--- config.mk ---
export PLATFORM = sky130hd
export DESIGN_NAME = fir_mac_sequencer
export DESIGN_NICKNAME = d
export VERILOG_FILES = /design/src/rtl/fir_mac_sequencer.sv
export SDC_FILE = /design/constraint.sdc
export NUM_CORES = 1
export LEC_CHECK = 0
export CAP_MARGIN = 40
export CORE_ASPECT_RATIO = 1.1
export CORE_MARGIN = 3
export CORE_UTILIZATION = 55
export CTS_CLUSTER_SIZE = 28
export DETAILED_ROUTE_END_ITERATION = 10
export PLACE_DENSITY_LB_ADDON = 0.25
export SYNTH_ARGS = -nofsm -noshare
export SYNTH_HDL_FRONTEND = slang
export SYNTH_SLANG_ARGS = --single-unit
--- constraint.sdc ---
create_clock -name clk_100MHz_i -period 22.4 [get_ports clk_100MHz_i]
set_input_delay 2.24 -clock clk_100MHz_i [delete_from_list [all_inputs] [get_ports clk_100MHz_i]]
set_output_delay 2.24 -clock clk_100MHz_i [all_outputs]
set_load 0.01 [all_outputs]
--- src/rtl/fir_mac_sequencer.sv ---
// fir_mac_sequencer: 16-tap time-multiplexed FIR controller.
// One shared signed MAC, round/saturate, FIFO handshakes.
module fir_mac_sequencer #(
  parameter int DATA_W = 12,
  parameter int ACC_W  = 28,
  parameter int OUT_W  = 16,
  parameter int SHIFT  = 11
) (
  input  logic              clk_100MHz_i,
  input  logic              rst_i,
  input  logic              en_fir_i,
  input  logic              empty_i,
  output logic              rd_o,
  input  logic [DATA_W-1:0] sample_i,
  output logic [3:0]        coef_sel_o,
  input  logic [DATA_W-1:0] coef_i,
  input  logic              full_out_i,
  output logic              wr_o,
  output logic [OUT_W-1:0]  y_o,
  output logic              busy_o,
  output logic              ovf_o
);

  typedef enum logic [2:0] {
    S_IDLE,
    S_FETCH,
    S_CAPTURE,
    S_MAC,
    S_ROUND,
    S_WRITE
  } state_e;

  localparam int PW = 2 * DATA_W;

  localparam logic signed [ACC_W-1:0] Y_MAX =
    {{(ACC_W-OUT_W+1){1'b0}}, {(OUT_W-1){1'b1}}};
  localparam logic signed [ACC_W-1:0] Y_MIN =
    {{(ACC_W-OUT_W+1){1'b1}}, {(OUT_W-1){1'b0}}};

  state_e state_q, state_d;
  logic [3:0] wptr_q, wptr_d;
  logic [3:0] k_q, k_d;
  logic signed [ACC_W-1:0] acc_q, acc_d;
  logic [OUT_W-1:0] y_q, y_d;
  logic ovf_q, ovf_d;
  logic signed [DATA_W-1:0] ring_q [16];
  logic signed [DATA_W-1:0] ring_d [16];

  logic [3:0]               tap_idx;
  logic signed [DATA_W-1:0] tap;
  logic signed [PW-1:0]     prod;
  logic signed [ACC_W-1:0]  prod_ext;
  logic signed [ACC_W-1:0]  shifted;
  logic                     clip_hi;
  logic                     clip_lo;
  logic [OUT_W-1:0]         y_sat;

  // Tap k looks back k samples from the newest entry.
  assign tap_idx  = wptr_q - k_q;
  assign tap      = ring_q[tap_idx];
  assign prod     = tap * $signed(coef_i);
  assign prod_ext = {{(ACC_W-PW){prod[PW-1]}}, prod};

  assign shifted = acc_q >>> SHIFT;
  assign clip_hi = shifted > Y_MAX;
  assign clip_lo = shifted < Y_MIN;
  assign y_sat   = clip_hi ? Y_MAX[OUT_W-1:0] :
                   clip_lo ? Y_MIN[OUT_W-1:0] :
                   shifted[OUT_W-1:0];

  assign y_o    = y_q;
  assign ovf_o  = ovf_q;
  assign busy_o = (state_q != S_IDLE);

  // Next-state, datapath updates and handshake outputs.
  always_comb begin
    state_d    = state_q;
    wptr_d     = wptr_q;
    k_d        = k_q;
    acc_d      = acc_q;
    y_d        = y_q;
    ovf_d      = ovf_q;
    ring_d     = ring_q;
    rd_o       = 1'b0;
    wr_o       = 1'b0;
    coef_sel_o = 4'd0;
    unique case (state_q)
      S_IDLE: begin
        if (en_fir_i && !empty_i) state_d = S_FETCH;
      end
      S_FETCH: begin
        rd_o    = 1'b1;
        state_d = S_CAPTURE;
      end
      S_CAPTURE: begin
        wptr_d         = wptr_q + 4'd1;
        ring_d[wptr_d] = sample_i;
        acc_d          = '0;
        k_d            = 4'd0;
        state_d        = S_MAC;
      end
      S_MAC: begin
        coef_sel_o = k_q;
        acc_d      = acc_q + prod_ext;
        k_d        = k_q + 4'd1;
        if (k_q == 4'd15) state_d = S_ROUND;
      end
      S_ROUND: begin
        y_d = y_sat;
        if (clip_hi || clip_lo) ovf_d = 1'b1;
        state_d = S_WRITE;
      end
      S_WRITE: begin
        if (!full_out_i) begin
          wr_o    = 1'b1;
          state_d = (en_fir_i && !empty_i) ? S_FETCH : S_IDLE;
        end
      end
      default: state_d = S_IDLE;
    endcase
  end

  // State, history ring and accumulator registers.
  always_ff @(posedge clk_100MHz_i or negedge rst_i) begin
    if (!rst_i) begin
      state_q <= S_IDLE;
      wptr_q  <= 4'd0;
      k_q     <= 4'd0;
      acc_q   <= '0;
      y_q     <= '0;
      ovf_q   <= 1'b0;
      for (int i = 0; i < 16; i++) ring_q[i] <= '0;
    end else begin
      state_q <= state_d;
      wptr_q  <= wptr_d;
      k_q     <= k_d;
      acc_q   <= acc_d;
      y_q     <= y_d;
      ovf_q   <= ovf_d;
      ring_q  <= ring_d;
    end
  end

endmodule

==> flow_summary_export.csv <==
group,metric,value,unit
outcome,run_status,"finished, final reports clean",
cts,cts_buffer_depth,3,
sta,setup_tns,0,ns
synthesis,synth.yosys.seq_area_share,0.338,
sta,hold_violations,0,
worst_setup_path,rr_endpoint,"acc_q[25]",
worst_setup_path,path_delay_family,"adder cells",
worst_setup_path,endpoint_kind,"flop",
worst_setup_path,cp_slowest_cell,"a21oi_2",
worst_setup_path,crit_fanout,48,
sta,hold_slack,0.492,ns
detailed_routing,detail_route.first_pass.iterations,5,
global_route,grt_remaining_overflow,0,
detailed_routing,wirelength,41000,µm
synthesis,syn-mean-instance-area,11.9,µm²
global_route,number_of_global_route_vias_before_repair,12700,
global_route,globalRouteMet3Util,0.0258,
floorplanning,die-area,35600,µm²
sta,tightestPinTransition,0.964,ns
worst_setup_path,worst_setup_sp_type,"flop",
cells_and_area,nets,1866,
cells_and_area,stdcell_count,2014,
synthesis,synth-seq-cells,248,
worst_setup_path,worst-endpoint-required,22.82,ns
placed_design,numPortBuffers,52,
placed_design,dp_cells,1972,
cts,tritoncts_clock_tree,"yes",
cts,cts_post_setup_buffers_inserted,0,
detailed_routing,detail_route.iter0.violations,540,
cts,cts-root-buf,"clkbuf_16",
cts,postCtsResizedCells,0,
synthesis,synth-edff-count,0,
global_route,grt_util_met1,0.301,
global_route,antenna_found_initial,2,
synthesis,synth-warning-count,0,
worst_setup_path,cp_num_buf_inv,5,
sta,grt_setup_unrepaired,"no",
synthesis,syn-cell-area,18400,µm²
floorplanning,start_util,0.563,
detailed_routing,routed_wirelength_normalized_by_instance_count,20.4,µm
sta,max-slew-margin-rel,0.357,
global_route,groute.usage.overall,0.236,
flow_run,drv.max_cap_violation_count,0,
cts,clk_latency,0.52,ns
cts,clk_pin_slew_worst_paths,0.07,ns
cts,cts-buffers-inserted,25,
cts,number_of_sinks_handled_by_clock_tree_synthesis,248,
floorplanning,std_cell_rows,69,
synthesis,ys.flop_type,"dfrtp_1",
synthesis,synth_fp_nets,1837,
hold_path,timing.hold.worst_endpoint,"acc_q[1]",
cells_and_area,n_antenna_cell,0,
worst_setup_path,slowest_stage_delay_cp,0.73,ns
worst_setup_path,timing.critical_path.cells,"inv_1, ha_4, inv_1, fa_2, buf_4, mux4_2, mux2_2, a21oi_2, nor2b_1, fa_1, inv_1, fa_1, inv_1, fa_1, fa_1, fa_1, fa_1, ha_1, and3_1, nor3b_2, o211a_1, o2111ai_1, and3_1, o32ai_2",
worst_setup_path,most_repeated_library_cell_on_the_critical_path,"fa_1",
detailed_routing,drt_drc_violations_left,0,
worst_setup_path,setup.reg_to_reg.worst_slack,13.45,ns
sta,highest_attainable_clock_frequency,0.112,GHz
detailed_routing,post_drt_via_cell_ratio,5.75,
global_route,grtUsageMet2,0.424,
global_route,grt_pass1_wl,67500,µm
floorplanning,chip_width,180,µm
synthesis,postSynth.asyncResetShare,1.00,
worst_setup_path,worstSetupPathType,"flop to flop",
worst_setup_path,cp.arrival,9.37,ns
hold_path,hold_path_depth,2,
placed_design,detailedPlacementHpwl,30900,µm
sta,period_utilisation_layout,0.399,
sta,final.min_clock_period,8.95,ns
cts,cts_max_level,1,
hold_path,classification_of_the_worst_slack_hold_path,"flop to flop",
synthesis,synthesis.instances,1544,
cells_and_area,nFillCells,2520,
floorplanning,die_y,198,µm
synthesis,yosys.cell_types.count,55,
detailed_routing,antenna_left,0,
sta,setup_viol,0,
placed_design,gp_congestion,0.910,
global_route,grt-busiest-layer,"met2",
floorplanning,boundaryPins,53,
hold_path,critical_hold_path_startpoint,"acc_q[1]",
detailed_routing,vias,11600,
sta,final_max_slew_viol_count,0,
worst_setup_path,timing.rr.start,"wptr_q[0]",
worst_setup_path,number_of_cells_traversed_by_the_worst_register_to_register_path,24,
sta,clock-skew-final,0.0137,ns
cells_and_area,synthToLayoutAreaGrowth,10.2,%
cells_and_area,layout-drive-gt1-share,0.228,
global_route,largest_net_degree_at_the_start_of_global_routing,99,
cts,cts_hold_repair.buffers,0,
floorplanning,placeableCoreArea,32600,µm²
==> area by class of cell <==
cell class	instances	area, µm²	share of cell area
clock inverter	6	32.5	0.00161
multi-input combinational	1007	11000	0.545
tap	426	533	0.0263
sequential	248	6210	0.307
inverter	203	762	0.0376
clock buffer	36	737	0.0364
timing repair buffer	88	942	0.0465
==> per-stage QoR <==
| stage | util | instance area (µm²) | setup slack, ns |
|---|---|---|---|
| after detailed placement | 0.597 | 19500 | 13.56 |
| after floorplan | - | 18400 | 14.94 |
| after global routing | 0.620 | 20200 | 13.06 |
| after global placement | 0.587 | 19100 | 13.53 |
| after CTS | 0.620 | 20200 | 13.52 |
| final | 0.620 | 20200 | 13.45 |
==> cell families after synthesis <==
logic type               Yosys count  share of synthesized area
AO/OA/AOI/OAI                    154                     0.0512
AND/OR/NAND/NOR                  273                     0.0751
flip-flops                       248                      0.338
multiplexers                     288                      0.205
buffers and inverters            289                     0.0642
adder cells (fa/ha/maj)          265                      0.254
XOR/XNOR                          27                     0.0133
==> cell usage after synthesis (all sizes together), types with 6 or more instances <==
| library cell | n | share of area |
|---|---|---|
| clkbuf | 38 | 0.0078 |
| buf | 48 | 0.015 |
| inv | 202 | 0.041 |
| nor2 | 30 | 0.0061 |
| mux2i | 21 | 0.011 |
| o21ai | 39 | 0.011 |
| nand2b | 23 | 0.0078 |
| o22ai | 10 | 0.0034 |
| a31oi | 6 | 0.0020 |
| mux4 | 48 | 0.059 |
| ha | 84 | 0.057 |
| mux2 | 219 | 0.13 |
| dfrtp | 248 | 0.34 |
| a21oi | 58 | 0.017 |
| a21o | 11 | 0.0045 |
| xor2 | 9 | 0.0047 |
| nor2b | 37 | 0.013 |
| nand3 | 26 | 0.0071 |
| nor3 | 9 | 0.0025 |
| and2 | 40 | 0.014 |
| nand2 | 89 | 0.018 |
| fa | 180 | 0.20 |
| xnor2 | 18 | 0.0086 |
| and3 | 7 | 0.0024 |
==> how the worst max path moves through the flow <==
| stage | startpoint | end | slack [ns] | cells after the start |
|---|---|---|---|---|
| after floorplan | coef_i[0] | acc_q[25] | 14.94 | 17 |
| after global placement | wptr_q[0] | acc_q[25] | 13.53 | 25 |
| after detailed placement | wptr_q[0] | acc_q[25] | 13.56 | 24 |
| after CTS | wptr_q[0] | acc_q[25] | 13.52 | 24 |
| after global routing | wptr_q[0] | acc_q[25] | 13.06 | 24 |
| final | wptr_q[0] | acc_q[25] | 13.45 | 24 |
==> cell usage in the layout, fill, tap and decap left out, types with 5 or more instances in the layout <==
cell type / netlist / routed
clkbuf_8: 0 / 7
inv_1: 202 / 202
o22ai_1: 10 / 10
fa_1: 180 / 179
buf_8: 0 / 9
mux2_2: 219 / 219
nor2b_1: 37 / 37
o21ai_0: 32 / 32
xnor2_1: 18 / 17
ha_1: 84 / 83
nor3_1: 9 / 9
clkinv_2: 0 / 5
buf_6: 4 / 9
mux2i_1: 21 / 21
xor2_1: 8 / 8
buf_4: 5 / 16
mux4_2: 48 / 48
dfrtp_1: 248 / 248
nand2_1: 89 / 89
nand2b_1: 23 / 23
clkdlybuf4s50_1: 0 / 51
a21oi_2: 6 / 6
nand3_1: 26 / 26
a21oi_1: 52 / 52
and3_1: 7 / 7
a31oi_1: 6 / 6
and2_1: 40 / 40
clkbuf_16: 0 / 25
a21o_1: 11 / 11
o21ai_1: 7 / 7
nor2_1: 30 / 26
==> flip-flops by register name, indices dropped and copies added (netlist names) <==
| name | cells |
|---|---|
| ovf_o | 1 |
| k_q | 4 |
| wptr_q | 4 |
| state_q | 3 |
| y_o | 16 |
| ring_q | 192 |
| acc_q | 28 |
==> worst min-delay path: stages, from the launching register on <==
cell and delay, ns:
dfrtp_1 0.35, nand2_1 0.05, o21ai_0 0.06
==> routing by layer <==
layer  routed length, µm  share of wire
met4                1360          0.033
met2               21400           0.52
met5                   0              0
met3                1670          0.041
met1               16600           0.40
Power is not shown: default switching activity piles up to over one toggle a cycle in this logic, so the estimate is an artifact.
